## src/rtl/sys_reg_file_if.sv

```systemverilog
// -----------------------------------------------------------------------------
// sys_reg_file_if
// Request/response bus between sys_ctrl (master) and sys_reg_file (slave).
//   Address      : entry select, sampled together with WrEn/RdEn
//   WrEn / RdEn  : write / read strobes, level-sampled every cycle
//   WrData       : write data
//   RdData       : registered read data, held between reads
//   RdData_Valid : one-cycle pulse qualifying RdData
// -----------------------------------------------------------------------------
interface sys_reg_file_if #(
  parameter int unsigned WIDTH  = 8,
  parameter int unsigned ADDR_W = 4
);
  logic [ADDR_W-1:0] Address;
  logic              WrEn;
  logic              RdEn;
  logic [WIDTH-1:0]  WrData;
  logic [WIDTH-1:0]  RdData;
  logic              RdData_Valid;

  modport master (
    output Address, WrEn, RdEn, WrData,
    input  RdData, RdData_Valid
  );

  modport slave (
    input  Address, WrEn, RdEn, WrData,
    output RdData, RdData_Valid
  );
endinterface

```

## src/rtl/sys_reg_file.sv

```systemverilog
// -----------------------------------------------------------------------------
// sys_reg_file
// Register bank serving sys_ctrl read/write requests. Entries 0..3 are system
// registers exported continuously (ALU operand A/B, UART config, divider).
// Reads have one cycle of registered latency.
//
// Ports
//   CLK_IN      : system clock
//   RST_IN      : asynchronous, active-low reset
//   bus         : sys_reg_file_if slave (Address/WrEn/RdEn/WrData in,
//                 RdData/RdData_Valid out)
//   REG0..REG3  : live contents of entries 0..3
//   cfg_update  : one-cycle pulse after REG2 or REG3 changes value
//   parity_err  : read-parity error, aligned with RdData_Valid
//
// Optional feature: define REG_FILE_PARITY_EN to store an even-parity bit per
// entry and check it on every read. Without it parity_err is tied low.
// -----------------------------------------------------------------------------
module sys_reg_file #(
  parameter int unsigned      WIDTH    = 8,
  parameter int unsigned      ADDR_W   = 4,
  parameter logic [WIDTH-1:0] REG2_RST = WIDTH'(8'h81),
  parameter logic [WIDTH-1:0] REG3_RST = WIDTH'(8'h20)
) (
  input  logic             CLK_IN,
  input  logic             RST_IN,
  sys_reg_file_if.slave    bus,
  output logic [WIDTH-1:0] REG0,
  output logic [WIDTH-1:0] REG1,
  output logic [WIDTH-1:0] REG2,
  output logic [WIDTH-1:0] REG3,
  output logic             cfg_update,
  output logic             parity_err
);

  localparam int unsigned DEPTH = 2 ** ADDR_W;

  localparam logic [ADDR_W-1:0] ADDR_REG2 = ADDR_W'(2);
  localparam logic [ADDR_W-1:0] ADDR_REG3 = ADDR_W'(3);

  typedef enum logic [1:0] {
    ST_IDLE,
    ST_WRITE,
    ST_READ
  } state_t;

  state_t state;
  state_t next_state;

  logic             wr_fire;
  logic             rd_fire;
  logic [WIDTH-1:0] mem [DEPTH];
  logic [WIDTH-1:0] cur_word;
  logic             cfg_addr;
  logic [WIDTH-1:0] rd_data_q;
  logic             cfg_update_q;

  function automatic logic [WIDTH-1:0] reset_word(input int unsigned idx);
    if (idx == 2)      return REG2_RST;
    else if (idx == 3) return REG3_RST;
    else               return '0;
  endfunction

  // ---------------------------------------------------------------------------
  // Cycle-type FSM. The registered state describes the access sampled at the
  // previous edge, so ST_READ is exactly the cycle in which RdData is valid.
  // ---------------------------------------------------------------------------
  always_ff @(posedge CLK_IN or negedge RST_IN) begin
    if (!RST_IN) state <= ST_IDLE;
    else         state <= next_state;
  end

  always_comb begin
    next_state = ST_IDLE;
    wr_fire    = 1'b0;
    rd_fire    = 1'b0;
    case ({bus.WrEn, bus.RdEn})
      2'b10: begin
        next_state = ST_WRITE;
        wr_fire    = 1'b1;
      end
      2'b01: begin
        next_state = ST_READ;
        rd_fire    = 1'b1;
      end
      // Simultaneous WrEn/RdEn is an illegal request and is dropped.
      default: next_state = ST_IDLE;
    endcase
  end

  assign bus.RdData_Valid = (state == ST_READ);

  // ---------------------------------------------------------------------------
  // Storage
  // ---------------------------------------------------------------------------
  assign cur_word = mem[bus.Address];
  assign cfg_addr = (bus.Address == ADDR_REG2) || (bus.Address == ADDR_REG3);

  always_ff @(posedge CLK_IN or negedge RST_IN) begin
    if (!RST_IN) begin
      for (int unsigned i = 0; i < DEPTH; i++) begin
        mem[i] <= reset_word(i);
      end
    end else if (wr_fire) begin
      mem[bus.Address] <= bus.WrData;
    end
  end

  // ---------------------------------------------------------------------------
  // Read data: captured only on a legal read, otherwise held.
  // ---------------------------------------------------------------------------
  always_ff @(posedge CLK_IN or negedge RST_IN) begin
    if (!RST_IN)      rd_data_q <= '0;
    else if (rd_fire) rd_data_q <= cur_word;
  end

  assign bus.RdData = rd_data_q;

  // ---------------------------------------------------------------------------
  // Config-change pulse: compares against the pre-write content so that a
  // same-value write to REG2/REG3 produces no pulse.
  // ---------------------------------------------------------------------------
  always_ff @(posedge CLK_IN or negedge RST_IN) begin
    if (!RST_IN) cfg_update_q <= 1'b0;
    else         cfg_update_q <= wr_fire && cfg_addr && (cur_word != bus.WrData);
  end

  assign cfg_update = cfg_update_q;

  assign REG0 = mem[0];
  assign REG1 = mem[1];
  assign REG2 = mem[2];
  assign REG3 = mem[3];

  // ---------------------------------------------------------------------------
  // Optional per-entry parity
  // ---------------------------------------------------------------------------
`ifdef REG_FILE_PARITY_EN
  logic mem_par [DEPTH];
  logic parity_err_q;

  // Even parity: stored bit equals the XOR of the data bits, so data plus
  // parity always carries an even number of ones.
  always_ff @(posedge CLK_IN or negedge RST_IN) begin
    if (!RST_IN) begin
      for (int unsigned i = 0; i < DEPTH; i++) begin
        mem_par[i] <= ^reset_word(i);
      end
    end else if (wr_fire) begin
      mem_par[bus.Address] <= ^bus.WrData;
    end
  end

  // Registered alongside rd_data_q so the flag lines up with RdData_Valid.
  always_ff @(posedge CLK_IN or negedge RST_IN) begin
    if (!RST_IN) parity_err_q <= 1'b0;
    else         parity_err_q <= rd_fire && ((^cur_word) != mem_par[bus.Address]);
  end

  assign parity_err = parity_err_q;
`else
  assign parity_err = 1'b0;
`endif

endmodule

```

## src/flat_wrapper.sv

```systemverilog
// flat-port wrapper written by rule: the top's interface ports become plain ports
module sys_reg_file_flat 
#(
  parameter int unsigned      WIDTH    = 8,
  parameter int unsigned      ADDR_W   = 4,
  parameter logic [WIDTH-1:0] REG2_RST = WIDTH'(8'h81),
  parameter logic [WIDTH-1:0] REG3_RST = WIDTH'(8'h20)
)
  (CLK_IN, RST_IN, REG0, REG1, REG2, REG3, cfg_update, parity_err, bus_Address, bus_WrEn, bus_RdEn, bus_WrData, bus_RdData, bus_RdData_Valid);
  sys_reg_file_if #(.WIDTH(WIDTH), .ADDR_W(ADDR_W)) bus_i ();
  input  logic CLK_IN;
  input  logic RST_IN;
  output logic [WIDTH-1:0] REG0;
  output logic [WIDTH-1:0] REG1;
  output logic [WIDTH-1:0] REG2;
  output logic [WIDTH-1:0] REG3;
  output logic cfg_update;
  output logic parity_err;
  input wire logic [$bits(bus_i.Address)-1:0] bus_Address;
  input wire logic [$bits(bus_i.WrEn)-1:0] bus_WrEn;
  input wire logic [$bits(bus_i.RdEn)-1:0] bus_RdEn;
  input wire logic [$bits(bus_i.WrData)-1:0] bus_WrData;
  output wire logic [$bits(bus_i.RdData)-1:0] bus_RdData;
  output wire logic [$bits(bus_i.RdData_Valid)-1:0] bus_RdData_Valid;
  assign bus_i.Address = bus_Address;
  assign bus_i.WrEn = bus_WrEn;
  assign bus_i.RdEn = bus_RdEn;
  assign bus_i.WrData = bus_WrData;
  assign bus_RdData = bus_i.RdData;
  assign bus_RdData_Valid = bus_i.RdData_Valid;
  sys_reg_file #(.WIDTH(WIDTH), .ADDR_W(ADDR_W), .REG2_RST(REG2_RST), .REG3_RST(REG3_RST)) u_core (.CLK_IN(CLK_IN), .RST_IN(RST_IN), .bus(bus_i), .REG0(REG0), .REG1(REG1), .REG2(REG2), .REG3(REG3), .cfg_update(cfg_update), .parity_err(parity_err));
endmodule
```

## config.mk

```make
export PLATFORM = sky130hd
export DESIGN_NAME = sys_reg_file_flat
export DESIGN_NICKNAME = d
export VERILOG_FILES = /design/src/rtl/sys_reg_file_if.sv /design/src/rtl/sys_reg_file.sv /design/src/flat_wrapper.sv
export SDC_FILE = /design/constraint.sdc
export NUM_CORES = 1
export LEC_CHECK = 0
export CORE_ASPECT_RATIO = 1.5
export CORE_MARGIN = 2
export CORE_UTILIZATION = 57
export CTS_CLUSTER_DIAMETER = 40
export DETAILED_ROUTE_END_ITERATION = 12
export PLACE_DENSITY_LB_ADDON = 0.05
export SYNTH_ARGS = -nofsm -noshare
export SYNTH_HDL_FRONTEND = slang
export SYNTH_SLANG_ARGS = --single-unit
```

## constraint.sdc

```tcl
create_clock -name CLK_IN -period 3.9 [get_ports CLK_IN]
set_clock_uncertainty 0.2 [all_clocks]
set_input_delay 0.585 -clock CLK_IN [delete_from_list [all_inputs] [get_ports CLK_IN]]
set_output_delay 0.585 -clock CLK_IN [all_outputs]
set_load 0.01 [all_outputs]
```

==> metrics.txt <==
# TYPE chip_impl_metric gauge
chip_impl_metric{name="io_pins",unit=""} 59
chip_impl_metric{name="leakage",unit="nW"} 3.54
chip_impl_metric{name="synth.yosys.seq_area_share",unit=""} 0.514
chip_impl_metric{name="cts.clk_slew.worst_paths",unit="ns"} 0.06
chip_impl_metric{name="clock_sinks",unit=""} 139
chip_impl_metric{name="worstPathMaxFanout",unit=""} 25
chip_impl_metric{name="arrival_time_worst_endpoint",unit="ns"} 2.98
chip_impl_metric{name="postSynthRegisterBits",unit=""} 139
chip_impl_metric{name="route.met3.wl",unit="um"} 493
chip_impl_metric{name="max_capacitance_violation_count",unit=""} 0
chip_impl_metric{name="layout_min_cycle_time",unit="ns"} 2.89
chip_impl_metric{name="routed_wl",unit="um"} 14900
chip_impl_metric{name="transition_time_at_the_pin_with_the_least_slew_margin",unit="ns"} 0.890
chip_impl_metric{name="insertedDiodeCount",unit=""} 0
chip_impl_metric{name="htree_num_levels",unit=""} 4
chip_impl_metric{name="holdBufCountCts",unit=""} 0
chip_impl_metric{name="clockBufferDepth",unit=""} 2
chip_impl_metric{name="clkLatencyLatePin",unit="ns"} 0.41
chip_impl_metric{name="ant_nets",unit=""} 0
chip_impl_metric{name="yosysTopAreaCellShare",unit=""} 0.502
chip_impl_metric{name="drc",unit=""} 0
chip_impl_metric{name="synth_fp_nets",unit=""} 527
chip_impl_metric{name="proportion_of_register_bits_with_asynchronous_set_or_reset_after_synthesis",unit=""} 1.00
chip_impl_metric{name="synth_area_per_cell",unit="um2"} 13.3
chip_impl_metric{name="dr.first_iter.drc_count",unit=""} 238
chip_impl_metric{name="place_hpwl",unit="um"} 9980
chip_impl_metric{name="simple_gate_fraction_of_synth_area",unit=""} 0.0702
chip_impl_metric{name="synth_cells",unit=""} 511
chip_impl_metric{name="wl_met1",unit="um"} 6040
chip_impl_metric{name="finalNetCount",unit=""} 550
chip_impl_metric{name="die_width",unit="um"} 93.0
chip_impl_metric{name="area_growth_syn_to_layout",unit="%"} 16.1
chip_impl_metric{name="post-place-ws",unit="ns"} 0.584
chip_impl_metric{name="gr-usage-all-layers",unit=""} 0.256
chip_impl_metric{name="largest_net_degree_at_the_start_of_global_routing",unit=""} 88
chip_impl_info{name="ys_dominant_reg_cell",value="sky130_fd_sc_hd__dfrtp_1"} 1
chip_impl_info{name="worst_hold_path_type",value="primary input to asynchronous set/reset pin"} 1
chip_impl_metric{name="synth_xor_area_frac",unit=""} 0.00646
chip_impl_metric{name="dr.pass1.iters",unit=""} 4
chip_impl_metric{name="post_cts_setup_buffers",unit=""} 0
chip_impl_metric{name="synth_mux_area_frac",unit=""} 0.310
chip_impl_metric{name="floorplan.initialDensity",unit=""} 0.588
chip_impl_metric{name="timing.final.setup_violations",unit=""} 0
chip_impl_metric{name="wl_per_cell",unit="um"} 21.4
chip_impl_metric{name="met2RoutedLength",unit="um"} 7990
chip_impl_metric{name="final_design_instance_area_without_fill",unit="um2"} 7870
chip_impl_info{name="critical_path.endpoint_type",value="flop"} 1
chip_impl_metric{name="maxSlewHeadroom",unit=""} 0.407
chip_impl_metric{name="cts.repair.resized",unit=""} 0
chip_impl_info{name="synth_top_family_by_area",value="multiplexers"} 1
chip_impl_info{name="status",value="finished clean"} 1
chip_impl_metric{name="syn-cell-area",unit="um2"} 6780
chip_impl_metric{name="setup_slack",unit="ns"} 1.01
chip_impl_info{name="highest-signal-layer",value="met4"} 1
chip_impl_metric{name="numPortBuffers",unit=""} 57
chip_impl_metric{name="grt_pass1_wl",unit="um"} 24400
chip_impl_metric{name="coreArea",unit="um2"} 11500
chip_impl_metric{name="numCtsBuffers",unit=""} 17
chip_impl_info{name="yosysTopAreaCell",value="sky130_fd_sc_hd__dfrtp_1"} 1
chip_impl_metric{name="timing.final.crit_share",unit=""} 0.740
chip_impl_metric{name="std_cell_rows",unit=""} 48
chip_impl_metric{name="peak_ir_drop_on_the_vdd_network",unit="mV"} 0.344
chip_impl_metric{name="yosysUniqueCellTypes",unit=""} 40
chip_impl_info{name="yosys-top-cells-area",value="sky130_fd_sc_hd__dfrtp_1 (50%), sky130_fd_sc_hd__mux2_2 (19%), sky130_fd_sc_hd__mux4_2 (6.0%), sky130_fd_sc_hd__buf_4 (4.3%), sky130_fd_sc_hd__mux2i_1 (3.3%)"} 1
chip_impl_info{name="rsz0062_at_grt",value="false"} 1
chip_impl_metric{name="die-area",unit="um2"} 12800
chip_impl_info{name="setup.worst_path.start_class",value="primary input"} 1
chip_impl_metric{name="place.gp.congestion",unit=""} 0.859
chip_impl_info{name="clk_root_buffer_cell",value="sky130_fd_sc_hd__clkbuf_16"} 1
chip_impl_metric{name="setup_tns",unit="ns"} 0
chip_impl_metric{name="count_of_flip_flops_with_a_built_in_enable_after_synthesis",unit=""} 0
chip_impl_info{name="timing.setup.critical_path_class",value="primary input to flop"} 1
chip_impl_metric{name="synth-compound-area-share",unit=""} 0.0373
chip_impl_metric{name="placedInstanceArea",unit="um2"} 7200
chip_impl_metric{name="power.density",unit="nW/um2"} 573
chip_impl_metric{name="grt_overflow",unit=""} 0
chip_impl_metric{name="hold_slack",unit="ns"} 0.0263
chip_impl_metric{name="fmax",unit="GHz"} 0.346
chip_impl_metric{name="antenna_found_initial",unit=""} 0
chip_impl_info{name="final_common_cell",value="sky130_fd_sc_hd__dfrtp_1"} 1
chip_impl_metric{name="final_standard_cell_utilization_of_the_core",unit=""} 0.682
chip_impl_info{name="tritoncts",value="built"} 1
chip_impl_metric{name="final-hold-violation-count",unit=""} 0
chip_impl_metric{name="synthAdderAreaFrac",unit=""} 0
chip_impl_metric{name="number_of_global_route_vias_before_repair",unit=""} 4475
chip_impl_metric{name="required",unit="ns"} 4.00
chip_impl_metric{name="die_y",unit="um"} 138
chip_impl_info{name="commonest_non_fill_non_tap_cells_in_the_layout",value="sky130_fd_sc_hd__dfrtp_1 (136), sky130_fd_sc_hd__mux2_2 (117), sky130_fd_sc_hd__clkdlybuf4s50_1 (54), sky130_fd_sc_hd__nand2_1 (52), sky130_fd_sc_hd__o21ai_0 (27)"} 1
chip_impl_metric{name="synth.yosys.warnings",unit=""} 0
chip_impl_metric{name="detail_route.vias_per_cell",unit=""} 5.93
chip_impl_metric{name="slew_violations",unit=""} 0
chip_impl_metric{name="detailroute.via_count",unit=""} 4133
chip_impl_metric{name="drive_above_1_share",unit=""} 0.344
==> state kept, by name, summed over array words and instances (netlist names) <==
register	flops
u_core.REG3	8
u_core.bus.RdData	8
u_core.REG1	8
u_core.cfg_update	1
u_core.mem	96
u_core.state	2
u_core.REG2	8
u_core.REG0	8
==> stage by stage <==
step                std cells  total power [W]
floorplan                 511          0.00247
global placement          665          0.00270
detailed placement        665          0.00274
CTS                       697          0.00455
global route              697          0.00471
finish                    697          0.00451
==> critical path, cell delays in order <==
cell and delay (ns):
sky130_fd_sc_hd__buf_2 0.57, sky130_fd_sc_hd__buf_4 0.41, sky130_fd_sc_hd__nor3b_1 0.47, sky130_fd_sc_hd__and3_1 0.52, sky130_fd_sc_hd__mux2_2 0.39
==> power breakdown <==
group | internal, W | leakage, nW | total, W | switching [W]
clock | 0.00117 | 0.317 | 0.00180 | 0.000621
combinational | 0.000487 | 1.45 | 0.000830 | 0.000343
sequential | 0.00172 | 1.78 | 0.00188 | 0.000161
==> Yosys cell counts (3+ instances only) <==
cell type / n
sky130_fd_sc_hd__dfrtp_1: 136
sky130_fd_sc_hd__mux2_2: 117
sky130_fd_sc_hd__nand2_1: 52
sky130_fd_sc_hd__buf_4: 39
sky130_fd_sc_hd__o21ai_0: 27
sky130_fd_sc_hd__mux2i_1: 22
sky130_fd_sc_hd__mux4_2: 18
sky130_fd_sc_hd__clkbuf_1: 13
sky130_fd_sc_hd__nor2_1: 7
sky130_fd_sc_hd__nor3_1: 7
sky130_fd_sc_hd__buf_2: 6
sky130_fd_sc_hd__mux4_1: 6
sky130_fd_sc_hd__inv_1: 5
sky130_fd_sc_hd__nor2b_1: 5
sky130_fd_sc_hd__nand2b_1: 4
sky130_fd_sc_hd__o22ai_1: 4
sky130_fd_sc_hd__and3_1: 3
sky130_fd_sc_hd__dfstp_2: 3
sky130_fd_sc_hd__nor3b_1: 3
sky130_fd_sc_hd__nor4_1: 3
sky130_fd_sc_hd__o211ai_1: 3
sky130_fd_sc_hd__xor2_1: 3
==> cells by family after synthesis <==
group	count (synthesis)
multiplexers	163
flip-flops	139
AND/OR/NAND/NOR	95
buffers and inverters	66
AO/OA/AOI/OAI	42
XOR/XNOR	5
other	1
==> per-layer routing <==
metal,GRT usage,vias to the layer above
li1,-,1851
met1,0.311,2143
met2,0.445,106
met3,0.0498,33
met4,0.107,0
met5,0,-
==> layout make-up <==
class / instances / area, um2
clock buffers: 19 / 453
clock inverters: 13 / 213
fillers: 848 / 3670
inverters: 5 / 18.8
multi-input cells: 306 / 2880
flip-flops and latches: 139 / 3480
well taps: 150 / 188
repair buffers: 65 / 634
==> final timing paths <==
check                      slack (ns)                    to  cells after the start                 start
max reg2reg                      1.66     u_core.cfg_update                      6        u_core.mem[65]
min                              0.03        u_core.REG1[3]                      1                RST_IN
max                              1.01        u_core.mem[11]                      5        bus_Address[1]
min reg2reg                      0.27  u_core.bus.RdData[6]                      2  u_core.bus.RdData[6]
max in group asynchronous        2.57         u_core.mem[4]                      2                RST_IN
min in group CLK_IN              0.27  u_core.bus.RdData[6]                      2  u_core.bus.RdData[6]
Note: power is estimated with default switching activity, not from simulation.
